### config.mk
export PLATFORM = sky130hd
export DESIGN_NAME = vga_write_arbiter_flat
export DESIGN_NICKNAME = d
export VERILOG_FILES = /design/src/rtl/vga_pkg.sv /design/src/rtl/vga_write_arbiter_if.sv /design/src/rtl/vga_write_arbiter_frame_pacer.sv /design/src/rtl/vga_write_arbiter.sv /design/src/flat_wrapper.sv
export SDC_FILE = /design/constraint.sdc
export NUM_CORES = 1
export LEC_CHECK = 0
export CORE_UTILIZATION = 40
export DETAILED_ROUTE_END_ITERATION = 8
export HOLD_SLACK_MARGIN = 0.02
export PLACE_DENSITY = 0.76
export SLEW_MARGIN = 15
export SYNTH_ARGS = -nofsm -noshare
export SYNTH_HDL_FRONTEND = slang
export SYNTH_SLANG_ARGS = --single-unit
### constraint.sdc
create_clock -name clock -period 3.4 [get_ports clock]
set_input_delay 0.34 -clock clock [delete_from_list [all_inputs] [get_ports clock]]
set_output_delay 0.34 -clock clock [all_outputs]
set_load 0.05 [all_outputs]
### src/rtl/vga_pkg.sv
// Shared VGA constants, the pixel record and the arbiter state type used by
// the write arbiter, its pacer and its bus interface.
package vga_pkg;

    localparam int VGA_X_W   = 8;
    localparam int VGA_Y_W   = 7;
    localparam int VGA_COL_W = 18;
    localparam int SCREEN_W  = 160;
    localparam int SCREEN_H  = 120;

    typedef struct packed {
        logic [VGA_X_W-1:0]   x;
        logic [VGA_Y_W-1:0]   y;
        logic [VGA_COL_W-1:0] colour;
    } pixel_t;

    typedef enum logic {
        ARB_IDLE,
        ARB_GRANT
    } arb_state_t;

    // True when the pixel lands inside the visible 160x120 frame.
    function automatic logic on_screen(input pixel_t pix);
        return (int'(pix.x) < SCREEN_W) && (int'(pix.y) < SCREEN_H);
    endfunction

endpackage

### src/rtl/vga_write_arbiter_if.sv
// Requester-side handshake and VGA write port bundle; the drawers sit on the
// master modport and the arbiter on the slave modport.
interface vga_write_arbiter_if
    import vga_pkg::*;
#(
    parameter int NUM_REQ = 3
);

    logic [NUM_REQ-1:0]           req_valid;
    logic [NUM_REQ-1:0]           req_last;
    logic [NUM_REQ*VGA_X_W-1:0]   req_x;
    logic [NUM_REQ*VGA_Y_W-1:0]   req_y;
    logic [NUM_REQ*VGA_COL_W-1:0] req_colour;
    logic [NUM_REQ-1:0]           req_ready;

    logic [VGA_X_W-1:0]           vga_x;
    logic [VGA_Y_W-1:0]           vga_y;
    logic [VGA_COL_W-1:0]         vga_colour;
    logic                         vga_write;
    logic                         window_open;
    logic                         frame_tick;

    modport master (
        output req_valid, req_last, req_x, req_y, req_colour,
        input  req_ready, vga_x, vga_y, vga_colour, vga_write,
               window_open, frame_tick
    );

    modport slave (
        input  req_valid, req_last, req_x, req_y, req_colour,
        output req_ready, vga_x, vga_y, vga_colour, vga_write,
               window_open, frame_tick
    );

endinterface

### src/rtl/vga_write_arbiter_frame_pacer.sv
// Frame pacer: a free-running down-counter that opens a write window for the
// last WINDOW cycles of every FRAME_PERIOD-cycle period.
module frame_pacer #(
    parameter int FRAME_PERIOD = 1700000,
    parameter int WINDOW       = 1200
) (
    input  logic clock,
    input  logic reset,
    output logic window_open,
    output logic frame_tick
);

    localparam int CNT_W = (FRAME_PERIOD > 1) ? $clog2(FRAME_PERIOD) : 1;
    localparam logic [CNT_W-1:0] CNT_LAST = CNT_W'(FRAME_PERIOD - 1);

    logic [CNT_W-1:0] cnt;

    always_ff @(posedge clock or negedge reset) begin
        if (!reset) begin
            cnt <= CNT_LAST;
        end else if (cnt == '0) begin
            cnt <= CNT_LAST;
        end else begin
            cnt <= cnt - CNT_W'(1);
        end
    end

    // Compared at 32 bits so WINDOW == FRAME_PERIOD still fits.
    always_comb begin
        window_open = (32'(cnt) < 32'(WINDOW));
        frame_tick  = (32'(cnt) == 32'(WINDOW - 1));
    end

endmodule

### src/rtl/vga_write_arbiter.sv
// Round-robin burst arbiter for the VGA adapter write port, paced by a frame
// write window. Define VGA_ARB_CLIP_EN to drop off-screen pixels silently.
module vga_write_arbiter
    import vga_pkg::*;
#(
    parameter int NUM_REQ      = 3,
    parameter int FRAME_PERIOD = 1700000,
    parameter int WINDOW       = 1200
) (
    input  logic                clock,
    input  logic                reset,
    vga_write_arbiter_if.slave  bus
);

    localparam int PTR_W = (NUM_REQ > 1) ? $clog2(NUM_REQ) : 1;

    arb_state_t        state;
    logic [PTR_W-1:0]  owner;
    logic [PTR_W-1:0]  rr_ptr;
    logic              window_open;
    logic              pick_found;
    logic [PTR_W-1:0]  pick_idx;
    logic              grant_ready;
    logic              transfer;
    logic              write_en;
    pixel_t            owner_pix;

    frame_pacer #(
        .FRAME_PERIOD (FRAME_PERIOD),
        .WINDOW       (WINDOW)
    ) u_pacer (
        .clock       (clock),
        .reset       (reset),
        .window_open (window_open),
        .frame_tick  (bus.frame_tick)
    );

    assign bus.window_open = window_open;

    // Scan downward so the valid requester closest to rr_ptr wins.
    always_comb begin
        pick_found = 1'b0;
        pick_idx   = rr_ptr;
        for (int i = NUM_REQ - 1; i >= 0; i--) begin
            if (bus.req_valid[(int'(rr_ptr) + i) % NUM_REQ]) begin
                pick_found = 1'b1;
                pick_idx   = PTR_W'((int'(rr_ptr) + i) % NUM_REQ);
            end
        end
    end

    always_comb begin
        owner_pix.x      = bus.req_x[int'(owner)*VGA_X_W +: VGA_X_W];
        owner_pix.y      = bus.req_y[int'(owner)*VGA_Y_W +: VGA_Y_W];
        owner_pix.colour = bus.req_colour[int'(owner)*VGA_COL_W +: VGA_COL_W];
    end

    // Ready depends only on state, owner and the pacer, never on valid.
    always_comb begin
        grant_ready   = (state == ARB_GRANT) && window_open;
        bus.req_ready = '0;
        if (grant_ready) begin
            bus.req_ready[owner] = 1'b1;
        end
        transfer = grant_ready && bus.req_valid[owner];
`ifdef VGA_ARB_CLIP_EN
        write_en = transfer && on_screen(owner_pix);
`else
        write_en = transfer;
`endif
    end

    always_ff @(posedge clock or negedge reset) begin
        if (!reset) begin
            state          <= ARB_IDLE;
            owner          <= '0;
            rr_ptr         <= '0;
            bus.vga_x      <= '0;
            bus.vga_y      <= '0;
            bus.vga_colour <= '0;
            bus.vga_write  <= 1'b0;
        end else begin
            bus.vga_write <= write_en;
            if (write_en) begin
                bus.vga_x      <= owner_pix.x;
                bus.vga_y      <= owner_pix.y;
                bus.vga_colour <= owner_pix.colour;
            end
            case (state)
                ARB_IDLE: begin
                    if (pick_found) begin
                        state <= ARB_GRANT;
                        owner <= pick_idx;
                    end
                end
                ARB_GRANT: begin
                    if (transfer && bus.req_last[owner]) begin
                        state  <= ARB_IDLE;
                        rr_ptr <= (int'(owner) == NUM_REQ - 1) ? '0 : owner + PTR_W'(1);
                    end
                end
                default: state <= ARB_IDLE;
            endcase
        end
    end

endmodule
### src/flat_wrapper.sv
// flat-port wrapper written by rule: the top's interface ports become plain ports
module vga_write_arbiter_flat import vga_pkg::*;
#(
    parameter int NUM_REQ      = 3,
    parameter int FRAME_PERIOD = 1700000,
    parameter int WINDOW       = 1200
)
  (clock, reset, bus_req_valid, bus_req_last, bus_req_x, bus_req_y, bus_req_colour, bus_req_ready, bus_vga_x, bus_vga_y, bus_vga_colour, bus_vga_write, bus_window_open, bus_frame_tick);
  vga_write_arbiter_if #(.NUM_REQ(NUM_REQ)) bus_i ();
  input  logic clock;
  input  logic reset;
  input wire logic [$bits(bus_i.req_valid)-1:0] bus_req_valid;
  input wire logic [$bits(bus_i.req_last)-1:0] bus_req_last;
  input wire logic [$bits(bus_i.req_x)-1:0] bus_req_x;
  input wire logic [$bits(bus_i.req_y)-1:0] bus_req_y;
  input wire logic [$bits(bus_i.req_colour)-1:0] bus_req_colour;
  output wire logic [$bits(bus_i.req_ready)-1:0] bus_req_ready;
  output wire logic [$bits(bus_i.vga_x)-1:0] bus_vga_x;
  output wire logic [$bits(bus_i.vga_y)-1:0] bus_vga_y;
  output wire logic [$bits(bus_i.vga_colour)-1:0] bus_vga_colour;
  output wire logic [$bits(bus_i.vga_write)-1:0] bus_vga_write;
  output wire logic [$bits(bus_i.window_open)-1:0] bus_window_open;
  output wire logic [$bits(bus_i.frame_tick)-1:0] bus_frame_tick;
  assign bus_i.req_valid = bus_req_valid;
  assign bus_i.req_last = bus_req_last;
  assign bus_i.req_x = bus_req_x;
  assign bus_i.req_y = bus_req_y;
  assign bus_i.req_colour = bus_req_colour;
  assign bus_req_ready = bus_i.req_ready;
  assign bus_vga_x = bus_i.vga_x;
  assign bus_vga_y = bus_i.vga_y;
  assign bus_vga_colour = bus_i.vga_colour;
  assign bus_vga_write = bus_i.vga_write;
  assign bus_window_open = bus_i.window_open;
  assign bus_frame_tick = bus_i.frame_tick;
  vga_write_arbiter #(.NUM_REQ(NUM_REQ), .FRAME_PERIOD(FRAME_PERIOD), .WINDOW(WINDOW)) u_core (.clock(clock), .reset(reset), .bus(bus_i));
endmodule
After elaboration in Yosys (flattened, before gate mapping)

Index checks and enable logic that the tools add are counted.

Bitwise gates (word level): 1
Multiply operators: 2
Divide/modulo/power cells: 3
Eq/ne operators: 2
Shift-type cells: 3
Reductions and logical operators: 7
$add $sub $neg: 4
Muxes and demuxes: 27
Order comparisons: 6

Operators by type and width:

| operator                                                                       | count |
|---|---|
| 32-bit by 4-bit less-than comparator with 1-bit output, second input constant  | 3 |
| 32-bit by 3-bit remainder unit with 32-bit output, second input constant       | 2 |
| 54-bit by 32-bit variable part select with 18-bit output                       | 1 |
| 3-bit by 3-bit remainder unit with 32-bit output, second input constant        | 1 |
| 21-bit by 32-bit variable part select with 7-bit output                        | 1 |
| 24-bit by 6-bit variable part select with 8-bit output                         | 1 |
| 21-bit by 11-bit equality test with 1-bit output, second input constant        | 1 |
| 21-bit logical NOT                                                             | 1 |
| 21-bit by 11-bit less-than comparator with 1-bit output, second input constant | 1 |
| 21-bit two-way mux                                                             | 1 |
| 21-bit by 1-bit subtractor with 21-bit output, second input constant           | 1 |
| 1-bit two-way mux                                                              | 14 |
| 1-bit binary-select mux with 2-bit select                                      | 5 |
| 2-bit two-way mux                                                              | 4 |
| 2-bit by 4-bit multiplier with 6-bit output, second input constant             | 1 |
| 2-bit by 3-bit multiplier with 5-bit output, second input constant             | 1 |
| 1-bit logical AND                                                              | 4 |
| 2-bit AND reduction                                                            | 2 |
| 2-bit by 1-bit adder with 3-bit output, second input constant                  | 1 |
| 2-bit by 2-bit adder with 3-bit output, second input constant                  | 1 |
| 2-bit by 3-bit less-than comparator with 1-bit output, second input constant   | 1 |
| 3-bit two-way mux                                                              | 1 |
| 2-bit by 1-bit adder with 2-bit output, second input constant                  | 1 |
| 1-bit demux with 2-bit select                                                  | 1 |
| other kinds (4)                                                                | 4 |

Input port bits: 107
Flip-flop bits (word level): 60
Word-level logic and storage cells: 63
Output and inout port bits: 39

Longest topological paths before layout

Word-level depth: 10
Gate-level depth with buffers: 8

Cells and area by module

From an unflattened synthesis, not the netlist that was laid out.

Cells, all modules: 393
Area total of the unflattened synthesis: 3575.9 sq um

Modules (own cells, without submodules):

| module            | cells an instance | area an instance (sq um) | times used |
|---|---|---|---|
| vga_write_arbiter | 286               | 2449.8                   | 1 |
| frame_pacer       | 107               | 1126.1                   | 1 |

Worst setup path before layout

OpenSTA, ideal clock, no wires.

Path kind: register to output
Start: reg u_core.u_pacer.cnt[17]
End: out bus_req_ready[2]
Slack: 512 ps
Path buffers: 0
Required time: 3060 ps
Stages on the path, launching flop included: 5
Data arrival time: 2548 ps
Cell sequence: dfrtp_1 nor4_1 nand3_1 nor2_1 and4_1

Word-level cells in the longest chain between the ends: 3

RTL lines:

| item                                                    | RTL line                            | text |
|---|---|---|
| start, declared                                         | vga_write_arbiter_frame_pacer.sv:16 | `logic [CNT_W-1:0] cnt;` |
| start signal, assigned                                  | vga_write_arbiter_frame_pacer.sv:24 | `cnt <= cnt - CNT_W'(1);` |
| 21-bit by 11-bit less-than comparator with 1-bit output | vga_write_arbiter_frame_pacer.sv:30 | `window_open = (32'(cnt) < 32'(WINDOW));` |
| named net bus_window_open                               | flat_wrapper.sv:22                  | `output wire logic [$bits(bus_i.window_open)-1:0] bus_window_open;` |
| 1-bit logical AND                                       | vga_write_arbiter.sv:60             | `grant_ready = (state == ARB_GRANT) && window_open;` |
| 3-bit two-way mux                                       | vga_write_arbiter.sv:62             | `if (grant_ready) begin` |
| end, declared                                           | flat_wrapper.sv:17                  | `output wire logic [$bits(bus_i.req_ready)-1:0] bus_req_ready;` |

The timed path passes the listed nets, and every way through them passes these cells.

Worst setup path after layout

Start: reg u_core.u_pacer.cnt[17]
End: out bus_req_ready[2]

Word-level cells in the longest chain between the ends: 3

RTL lines:

| item                                                    | RTL line |
|---|---|
| 21-bit by 11-bit less-than comparator with 1-bit output | vga_write_arbiter_frame_pacer.sv:30 |
| 1-bit logical AND                                       | vga_write_arbiter.sv:60 |
| 3-bit two-way mux                                       | vga_write_arbiter.sv:62 |

No other way between the ends.

==> impl_metrics.ini <==
[outcome]
status = complete, no violations

[timing]
period_share = 0.9214
finClkSkew_ns = 0.005963
layout_min_cycle_time_ns = 3.133
rsz0062_at_grt = no
worst-slew-pin-transition_ns = 0.9007
setup_violations = 0
slew_viol_final = 0
fmax_mhz = 319.2
timing_hold_violations_final = 0
final.setup.tns_ns = 0
slew_headroom = 0.3995

[power_and_ir_drop]
p_sw_mw = 0.8758
netSwitchingFraction = 0.3594
p_comb_frac = 0.413
pwr-share-clk = 0.253
p_total_mw = 2.437
pwr-share-seq = 0.334
powerDensity_nw_per_um2 = 464.0
ir_worst_vdd_mv = 0.3029
p_int_mw = 1.561
p_leak_nw = 2.169

[yosys]
yosysUniqueCellTypes = 53
syn_area_um2 = 3561
yosys_register_bits = 60
syn_area_per_cell_um2 = 10.09
syn-num-nets = 464
synth-seq-area-share = 0.4262
syn_inst = 353
yosys_warnings = 0
synth-main-ff-cell = dfrtp_1
synthArstFlopShare = 1.000
synth_edf_count = 0

[routing]
ant_nets = 0
routed_wl_um = 9854
drtIter0Drc = 106
via_per_inst = 5.139
drcViolationCount = 0
wl_per_cell_um = 16.34
vias = 3099
firstDrtPassIters = 4

[clock_tree]
postCtsSetupRepairBufs = 0
tritoncts = yes
clock_latency_ns = 0.33
path_clk_slew_ns = 0.06
cts_sinks = 60
cts_made_buffers = 9
post_cts_resized = 0
cts_root_buf = clkbuf_8
cts_buffer_depth = 2
hold_buffers = 0
htree_num_levels = 3

[finish]
nNetsFinal = 602
drive_gt1_frac = 0.1778
nFillCells = 739
seqCellArea_um2 = 1519
layout_common_cells = 143 x clkdlybuf4s50_1, 46 x dfrtp_1, 43 x nand2_1
antenna_cells = 0
layout_commonest_cell = clkdlybuf4s50_1
final_area_um2 = 5251
multi_input_area_um2 = 1881
area_delta_synth_final_pct = 47.47

[grt]
grt_max_degree = 41
grt_pass1_wl_um = 14600
grt_usage = 0.2087
grt_antenna_before_repair = 0
grt.overflow.total = 0
grt_pass1_vias = 2920

[worst_setup_path]
cp_data_arrival_time_ns = 2.79
cp.required_ns = 3.06
path_cells = nor4_1, nand3_1, nor2_1, and4_1, clkdlybuf4s50_1
crit_slowest_cell = clkdlybuf4s50_1
worstSetupEndpointType = output port
start_kind = flip-flop
crit_buf_inv = 1
slowest_delay_ns = 0.80
worstSetupPathType = reg -> out
path_delay_family = simple AND/OR/NAND/NOR gates
worstReg2RegStart = u_core.u_pacer.cnt[17]
worstSetupStartpoint = u_core.u_pacer.cnt[17]
crit_fanout = 5

[floorplan]
fp.dieW_um = 96.35
die_area_um2 = 9283
core_area_um2 = 8678
rows = 34
die_h_um = 96.35
ioPinCount = 146
start_util = 0.4103

[flow_run]
maxCapViolations = 0

[placed_design]
io_buffers = 145
hpwl_um = 7444
gp_congestion = 0.7887
placed_cell_area_um2 = 5061

[worst_hold_path]
hp-class = in -> async
-- state kept, by name (all words and copies together) (netlist names) --
signal	count
u_core.rr_ptr	2
u_core.bus.vga_colour	18
u_core.bus.vga_y	7
u_core.owner	2
u_core.state	1
u_core.u_pacer.cnt	21
u_core.bus.vga_x	8
u_core.bus.vga_write	1
-- power groups by stage --
stage / registers (mW) / logic [mW] / clock network [mW]
floorplan: 0.968 / 0.500 / 0
global route: 0.822 / 1.08 / 0.672
global placement: 0.824 / 1.00 / 0
detailed placement: 0.826 / 1.01 / 0
CTS: 0.813 / 1.01 / 0.642
finish: 0.813 / 1.01 / 0.617
-- logic make-up (layout without fill, tap and decap cells) --
family                   Yosys count  after routing  synth area share
AO/OA/AOI/OAI                     58             58           0.09522
XOR/XNOR                          12             12           0.02951
adder cells (fa/ha/maj)            5              5           0.01687
buffers and inverters             34            176           0.04638
flip-flops                        60             60            0.4262
multiplexers                      75             75            0.2242
AND/OR/NAND/NOR                  109            109            0.1616
-- through the flow --
step	utilization	hold slack (ns)	setup WS, ns	instances
finish	0.6051	0.1434	0.2672	603
global route	0.6051	0.2068	0.09407	603
CTS	0.6051	0.1594	0.2503	603
detailed placement	0.5832	0.4613	0.6196	588
global placement	0.5832	0.4533	0.6610	588
floorplan	-	0.04441	0.5125	353
-- layout make-up --
class / instances / share of cell area
flip-flops and latches: 60 / 0.2893
inverters: 10 / 0.007148
multi-input cells: 259 / 0.3581
well taps: 108 / 0.02573
clock inverters: 5 / 0.01001
clock buffers: 10 / 0.02621
repair buffers: 151 / 0.2835
-- per-layer routing --
layer | vias up | GRT usage | part of all wire
met1 | 1449 | 0.2581 | 0.42
met5 | - | 0 | 0
li1 | 1529 | - | -
met3 | 17 | 0.04976 | 0.090
met2 | 104 | 0.3493 | 0.46
met4 | 0 | 0.08578 | 0.021
-- path summary, 6_finish.rpt --
path | slack [ns] | cells past startpoint | end
worst max-delay path | 0.27 | 5 | bus_req_ready[2]
worst min-delay path | 0.14 | 1 | u_core.u_pacer.cnt[10]
worst max register to register | 0.94 | 5 | u_core.bus.vga_x[3]
worst min register to register | 0.47 | 1 | u_core.u_pacer.cnt[0]
max in group asynchronous | 2.38 | 2 | u_core.u_pacer.cnt[20]
min in group clock | 0.47 | 1 | u_core.u_pacer.cnt[0]
-- Yosys cell counts (5+ instances only) --
master | count | area share
nor3_1 | 6 | 0.0084
nor2_1 | 16 | 0.017
clkbuf_1 | 13 | 0.014
mux2i_1 | 37 | 0.10
nand2_1 | 43 | 0.045
xnor2_1 | 8 | 0.020
inv_1 | 10 | 0.011
nand3_1 | 8 | 0.011
dfrtp_1 | 47 | 0.33
and3_1 | 6 | 0.011
o21ai_0 | 38 | 0.053
mux2_2 | 37 | 0.12
nor4_1 | 6 | 0.011
a21oi_1 | 5 | 0.0070
dfstp_2 | 13 | 0.096
Note: power is estimated with default switching activity, not from simulation.
